$ cat config.mk
export PLATFORM = sky130hd
export DESIGN_NAME = sram_dp_arbiter
export DESIGN_NICKNAME = d
export VERILOG_FILES = /design/src/rtl/sram_dp_arbiter.sv
export SDC_FILE = /design/constraint.sdc
export NUM_CORES = 1
export LEC_CHECK = 0
export CAP_MARGIN = 5
export CORE_AREA = 4 4 160 162
export CTS_BUF_LIST = sky130_fd_sc_hd__clkbuf_8
export DETAILED_ROUTE_END_ITERATION = 8
export DIE_AREA = 0 0 164 166
export PLACE_DENSITY = 0.65
export SLEW_MARGIN = 10
export SYNTH_ARGS = -nofsm -noshare
export SYNTH_HDL_FRONTEND = slang
export SYNTH_SLANG_ARGS = --single-unit
$ cat constraint.sdc
create_clock -name clk -period 4.8 [get_ports clk]
set_input_delay 0.48 -clock clk [delete_from_list [all_inputs] [get_ports clk]]
set_output_delay 0.48 -clock clk [all_outputs]
set_load 0.01 [all_outputs]
$ cat src/rtl/sram_dp_arbiter.sv
// Round-robin arbiter sharing a dual-port, one-cycle-read SRAM among NUM_REQ requesters.
// Optional conflict counter output `conflict_cnt` is enabled by defining SRAM_ARB_PERF_EN.
module sram_dp_arbiter #(
  parameter int NUM_REQ    = 4,
  parameter int DATA_WIDTH = 32,
  parameter int ADDR_WIDTH = 3
) (
  input  logic                             clk,
  input  logic                             rst,
  input  logic [NUM_REQ-1:0]               req_valid,
  input  logic [NUM_REQ-1:0]               req_we,
  input  logic [NUM_REQ*ADDR_WIDTH-1:0]    req_addr,
  input  logic [NUM_REQ*DATA_WIDTH-1:0]    req_wdata,
  output logic [NUM_REQ-1:0]               req_ready,
  output logic [NUM_REQ-1:0]               rsp_valid,
  output logic [NUM_REQ*DATA_WIDTH-1:0]    rsp_data,
  output logic [ADDR_WIDTH-1:0]            addr_a,
  output logic [ADDR_WIDTH-1:0]            addr_b,
  output logic [DATA_WIDTH-1:0]            data_a,
  output logic [DATA_WIDTH-1:0]            data_b,
  output logic                             we_a,
  output logic                             we_b,
  input  logic [DATA_WIDTH-1:0]            q_a,
  input  logic [DATA_WIDTH-1:0]            q_b
`ifdef SRAM_ARB_PERF_EN
  ,
  output logic [15:0]                      conflict_cnt
`endif
);

  localparam int PW = $clog2(NUM_REQ);
  typedef logic [PW-1:0] idx_t;

  function automatic idx_t next_idx(input idx_t i);
    if (i == idx_t'(NUM_REQ - 1)) begin
      return '0;
    end else begin
      return i + idx_t'(1);
    end
  endfunction

  logic [ADDR_WIDTH-1:0] addr_arr_s  [NUM_REQ];
  logic [DATA_WIDTH-1:0] wdata_arr_s [NUM_REQ];
  idx_t                  scan_s      [NUM_REQ];
  logic [NUM_REQ-1:0]    live_s;
  logic                  a_vld_s, b_vld_s, skip_s;
  idx_t                  a_idx_s, b_idx_s;
  logic [NUM_REQ-1:0]    ready_s;
  logic [NUM_REQ-1:0]    rsp_vld_d, rsp_vld_q;
  logic [NUM_REQ-1:0]    rsp_port_d, rsp_port_q;
  idx_t                  ptr_d, ptr_q;

  // Reset masks every request so no grant or SRAM drive happens while rst is high.
  assign live_s = rst ? '0 : req_valid;

  for (genvar g = 0; g < NUM_REQ; g++) begin : g_req
    assign addr_arr_s[g]  = req_addr[g*ADDR_WIDTH +: ADDR_WIDTH];
    assign wdata_arr_s[g] = req_wdata[g*DATA_WIDTH +: DATA_WIDTH];
    assign rsp_data[g*DATA_WIDTH +: DATA_WIDTH] =
      rsp_vld_q[g] ? (rsp_port_q[g] ? q_b : q_a) : '0;
  end

  // Scan order starting at the round-robin pointer.
  always_comb begin
    for (int k = 0; k < NUM_REQ; k++) begin
      scan_s[k] = idx_t'((int'(ptr_q) + k) % NUM_REQ);
    end
  end

  // Port A takes the first live request; port B the next one compatible with A.
  always_comb begin
    a_vld_s = 1'b0;
    b_vld_s = 1'b0;
    a_idx_s = '0;
    b_idx_s = '0;
    skip_s  = 1'b0;
    for (int k = 0; k < NUM_REQ; k++) begin
      if (live_s[scan_s[k]]) begin
        if (!a_vld_s) begin
          a_vld_s = 1'b1;
          a_idx_s = scan_s[k];
        end else if (b_vld_s) begin
          skip_s = skip_s;
        end else if ((addr_arr_s[scan_s[k]] != addr_arr_s[a_idx_s]) ||
                     (!req_we[scan_s[k]] && !req_we[a_idx_s])) begin
          b_vld_s = 1'b1;
          b_idx_s = scan_s[k];
        end else begin
          skip_s = 1'b1;
        end
      end else begin
        skip_s = skip_s;
      end
    end
  end

  // Grant vector, pending-response bookkeeping and next pointer.
  always_comb begin
    ready_s    = '0;
    rsp_vld_d  = '0;
    rsp_port_d = '0;
    ptr_d      = ptr_q;
    if (a_vld_s) begin
      ready_s[a_idx_s]   = 1'b1;
      rsp_vld_d[a_idx_s] = !req_we[a_idx_s];
      ptr_d              = next_idx(a_idx_s);
    end else begin
      ptr_d = ptr_q;
    end
    if (b_vld_s) begin
      ready_s[b_idx_s]    = 1'b1;
      rsp_vld_d[b_idx_s]  = !req_we[b_idx_s];
      rsp_port_d[b_idx_s] = 1'b1;
      ptr_d               = next_idx(b_idx_s);
    end else begin
      rsp_port_d = rsp_port_d;
    end
  end

  // SRAM pin drive; an idle port is held at all zeros.
  always_comb begin
    if (a_vld_s) begin
      addr_a = addr_arr_s[a_idx_s];
      data_a = wdata_arr_s[a_idx_s];
      we_a   = req_we[a_idx_s];
    end else begin
      addr_a = '0;
      data_a = '0;
      we_a   = 1'b0;
    end
    if (b_vld_s) begin
      addr_b = addr_arr_s[b_idx_s];
      data_b = wdata_arr_s[b_idx_s];
      we_b   = req_we[b_idx_s];
    end else begin
      addr_b = '0;
      data_b = '0;
      we_b   = 1'b0;
    end
  end

  assign req_ready = ready_s;
  assign rsp_valid = rsp_vld_q;

  // Pointer and read-response tracking registers.
  always_ff @(posedge clk or posedge rst) begin
    if (rst) begin
      ptr_q      <= '0;
      rsp_vld_q  <= '0;
      rsp_port_q <= '0;
    end else begin
      ptr_q      <= ptr_d;
      rsp_vld_q  <= rsp_vld_d;
      rsp_port_q <= rsp_port_d;
    end
  end

`ifdef SRAM_ARB_PERF_EN
  logic [15:0] cnt_q;

  // Saturating count of cycles where a request lost out to an address clash.
  always_ff @(posedge clk or posedge rst) begin
    if (rst) begin
      cnt_q <= 16'h0000;
    end else if (skip_s && (cnt_q != 16'hFFFF)) begin
      cnt_q <= cnt_q + 16'd1;
    end else begin
      cnt_q <= cnt_q;
    end
  end

  assign conflict_cnt = cnt_q;
`else
  logic unused_skip_s;
  assign unused_skip_s = skip_s;
`endif

endmodule

==> results of run 1 <==
sequential cells by signal, indices dropped and copies added (netlist names):
register    count
rsp_port_q      4
rsp_valid       4
ptr_q           2
worst register-to-register path: cells and delay by family (launching register included):
family / cells / cell delay, ns
and+or+nand+nor: 5 / 1.49
muxes: 2 / 0.72
buffers and inverters: 5 / 0.55
AOI/OAI and AO/OA: 2 / 0.53
DFF: 1 / 0.43
adders and majority gates: 2 / 0.35
xor gates and xnor gates: 1 / 0.15
power groups by stage:
stage / combinational, W / clock (W) / sequential, W
floorplan: 0.00371 / 0 / 0.000142
global route: 0.00753 / 0.000114 / 0.000337
finish: 0.00706 / 0.000108 / 0.000323
global placement: 0.00652 / 0 / 0.000327
CTS: 0.00675 / 0.000106 / 0.000323
detailed placement: 0.00653 / 0 / 0.000326
final cells by class:
type,instances,share of cell area (%)
multi-input cells,636,51.4
repair buffers,555,42.5
well taps,324,3.28
flip-flops and latches,10,2.07
clock buffers,4,0.445
inverters,10,0.324
diodes,1,0.0202
worst paths after layout:
check | from | endpoint | depth (start not counted)
setup / recovery | ptr_q[0]$_DFFE_PP0P_ | data_b[30] | 16
hold / removal | rst | ptr_q[1]$_DFFE_PP0P_ | 4
setup reg to reg | ptr_q[0]$_DFFE_PP0P_ | rsp_valid[1]$_DFF_PP0_ | 17
hold reg to reg | ptr_q[0]$_DFFE_PP0P_ | ptr_q[0]$_DFFE_PP0P_ | 3
max in group asynchronous | rst | rsp_port_q[3]$_DFF_PP0_ | 4
min in group clk | ptr_q[0]$_DFFE_PP0P_ | ptr_q[0]$_DFFE_PP0P_ | 3
per-layer routing:
layer | wire length [um] | up-vias | global-route usage (%)
li1 | - | 3704 | -
met1 | 13100 | 3839 | 27.6
met2 | 16800 | 346 | 41.2
met3 | 2820 | 21 | 5.51
met4 | 367 | 0 | 2.33
met5 | 0 | - | 0
kinds of logic (layout without fill, tap and decap cells):
group / after synthesis / in the layout / synth area share (%)
muxes: 270 / 270 / 50.1
and+or+nand+nor: 243 / 246 / 22.8
other: 0 / 1 / 0
AOI/OAI and AO/OA: 99 / 99 / 13.2
xor gates and xnor gates: 12 / 12 / 1.71
adders and majority gates: 9 / 9 / 1.71
DFF: 10 / 10 / 3.80
buffers and inverters: 79 / 569 / 6.70
layout by cell type (no fill, tap or decap), types with 5 or more instances in the layout:
cell type,instances
a211oi_1,5
a21oi_1,7
and2_1,37
buf_12,8
buf_2,34
buf_4,101
buf_6,24
buf_8,5
clkdlybuf4s50_1,376
dfrtp_1,5
dfrtp_2,5
dlygate4sd2_1,5
ha_4,5
inv_1,6
mux2i_1,196
mux2i_2,16
mux2i_4,8
mux4_2,47
nand2_1,13
nand3_1,7
nand4_1,8
nor2_1,10
nor2b_1,131
o21ai_0,18
o22ai_1,7
o22ai_2,28
xnor2_1,7
repair_timing:
| action | CTS | global route |
|---|---|---|
| resized for setup | 215 | 64 |
| cloned | 3 | 0 |
| pin swaps | 28 | 20 |
| setup buffers | 23 | 12 |
| endpoints found under the setup margin | 40 | 63 |
metrics by stage:
stage	hold WS, ns	instance area (um^2)	TNS (ns)	setup WS [ns]	utilization, %
CTS	0.611	12000	-2.63	-0.141	49.8
detailed placement	0.909	11700	-35.42	-0.923	48.5
global route	0.627	12400	-2.34	-0.157	51.3
global placement	0.913	11700	-31.03	-0.816	48.5
finish	0.600	12400	-0.00196	-0.00196	51.3
floorplan	0.450	6610	0	0.00782	-
==> impl_summary.txt, run 1 <==
----------------------------------------------------
[Status]
  Status ... finished, violations left
  Violated checks ... negative setup slack

[Placement]
  Placer Congestion ... 0.927
  Cell count after placement ... 1,504
  # port buffers ... 421
  Final HPWL from detailed placement ... about 26 mm

[Power]
  Seq pwr share ... 4.3%
  PwrDens ... 606 nW/um^2
  Share of power burned in combinational logic ... between 90% and 100%
  Power share of the clock group ... 1.4%
  Net switching power ... 0.00344 W
  Leak Pwr ... roughly 4.5 nW
  PnR Total Power ... 0.00749 W
  Maximum ir drop on the vdd rail ... ~0.39 mV
  Internal power of the cells ... 0.00405 W
  Switching Fraction ... 45.9%

[STA]
  Setup skew after layout ... 0.00946 ns
  Final period utilization ... 100%
  Final setup violation count ... 1
  Shortest period the worst path allows ... between 4 and 5 ns
  Number of hold violations in the final report ... 0
  Relative max-transition margin ... 25.4%
  Upper clock frequency limit ... 0.208 GHz
  RSZ-0062 raised after global routing ... yes
  Final count of pins violating max slew ... 0
  Transition time at the pin with the least slew margin ... 1.12 ns
  Final critical-path setup slack ... -0.00196 ns

[Critical path]
  Type of the worst setup path ... reg -> out
  Required time of the worst setup path ... 4.32 ns
  Buf+Inv Stages, Crit Path ... 5
  Crit path max-delay cell type ... or4_4
  Worst path arrival time ... between 4 and 5 ns
  Crit path launch type ... register
  CP Capture Type ... output port
  Critical path cell sequence ... buf_6 -> mux2i_4 -> a211oi_4 -> ha_4 -> mux4_2 -> xnor2_2 -> or4_4 -> and3_4 -> or4_4 -> buf_12 -> nand2_8 -> buf_6 -> buf_12 -> mux2i_4 -> o22ai_2 -> buf_2
  Delay-heaviest family, CP ... simple AND/OR/NAND/NOR gates
  Max stage delay on crit path ... between 0.5 and 0.6 ns
  Largest fanout on the critical path ... 5
  FF-to-FF setup slack ... ~0.48 ns

[Detailed routing]
  Detailed-routing iteration count for the pre-antenna-repair pass ... 5
  Average detailed-routed wire length per instance ... 21.5 um
  Final routed DRC violation total ... 0
  Routed wire length ... about 33 mm
  Violation count after the first detailed-route iteration ... 490
  Average via count per standard cell ... 5.14
  Total number of vias ... between 7,000 and 8,000
  Remaining antenna violation count ... 0

[Yosys]
  Top-area cell type share of the netlist area ... 33.3%
  Netlist Area Pre-Place ... 6590 um^2
  Post-Synthesis Cells ... 722
  Share of flip-flops with an asynchronous set or reset ... between 90% and 100%
  Cell types with the largest area share after synthesis ... mux2i_1, mux4_2, nor2b_1
  Synth top cells by count ... mux2i_1, nor2b_1, mux4_2
  Synthesized Nets ... 945
  Leading area contributor after synthesis ... mux2i_1
  Cell with the most instances after synthesis ... mux2i_1
  Mean area per synthesized cell ... 9.13 um^2
  Netlist cell types ... 70
  Number of enable flip-flop cells after synthesis ... 0
  FF+latch count, synth ... 10
  Dominant register cell in the synthesized netlist ... dfrtp_1
  Share of the yosys chip area belonging to registers ... 3.80%
  Synth warnings ... 0

[Final layout]
  Register area ... 256 um^2
  Layout cells sized above 1 ... around 28%
  Final cell count without fillers ... approximately 1,500
  Area growth, synth to finish ... 87.8%
  Fillers ... 2,316
  Area of the multi-input gates ... 6360 um^2
  Net count of the finished layout ... ~1,400

[Die]
  Number of core rows ... 57
  Die span in y ... 166 um
  Initial Util ... about 27%
  Core outline area ... ~24,000 um^2
  Total die area ... 27,200 um^2
  Boundary Pins ... around 420
  Overall die width ... around 160 um

[CTS]
  Clk Tree Root Cell ... clkbuf_8
  Clock slew at reported path FFs ... 0.05 ns
  TritonCTS clock tree ... done
  Total clock sinks ... 10
  Clock tree buffer depth ... 2
  Cts-stage hold buffer count ... 0
  H-tree depth reported by CTS ... 1
  Latest clock arrival within the worst-skew pair ... 0.25 ns
  TritonCTS Buffers ... 3

[Global route]
  Overall track demand over capacity in global routing ... 22.6%
  Number of antenna violations at the first check in global routing ... 1
  Number of global-route vias before repair ... about 8,000
  Grt ovf ... 0
  Pin count of the biggest net entering global routing ... 41
  First-pass GRT wire length ... 49.1 mm

[Job]
  Total of max-cap violations ... 0

[Worst hold path]
  Path class of the lowest-slack min-delay path ... in -> async

----------------------------------------------------
(Power assumes the default switching activity.)
==> inputs of run 2 (changes only) <==
- TNS_END_PERCENT: not set -> 100
==> results of run 2 <==
No change in the layout: final DEF, timing and power equal those of run 1.
==> inputs of run 3 (changes only) <==
- HOLD_SLACK_MARGIN: not set -> 0.1
==> results of run 3 <==
No change in the layout: final DEF, timing and power equal those of run 1.
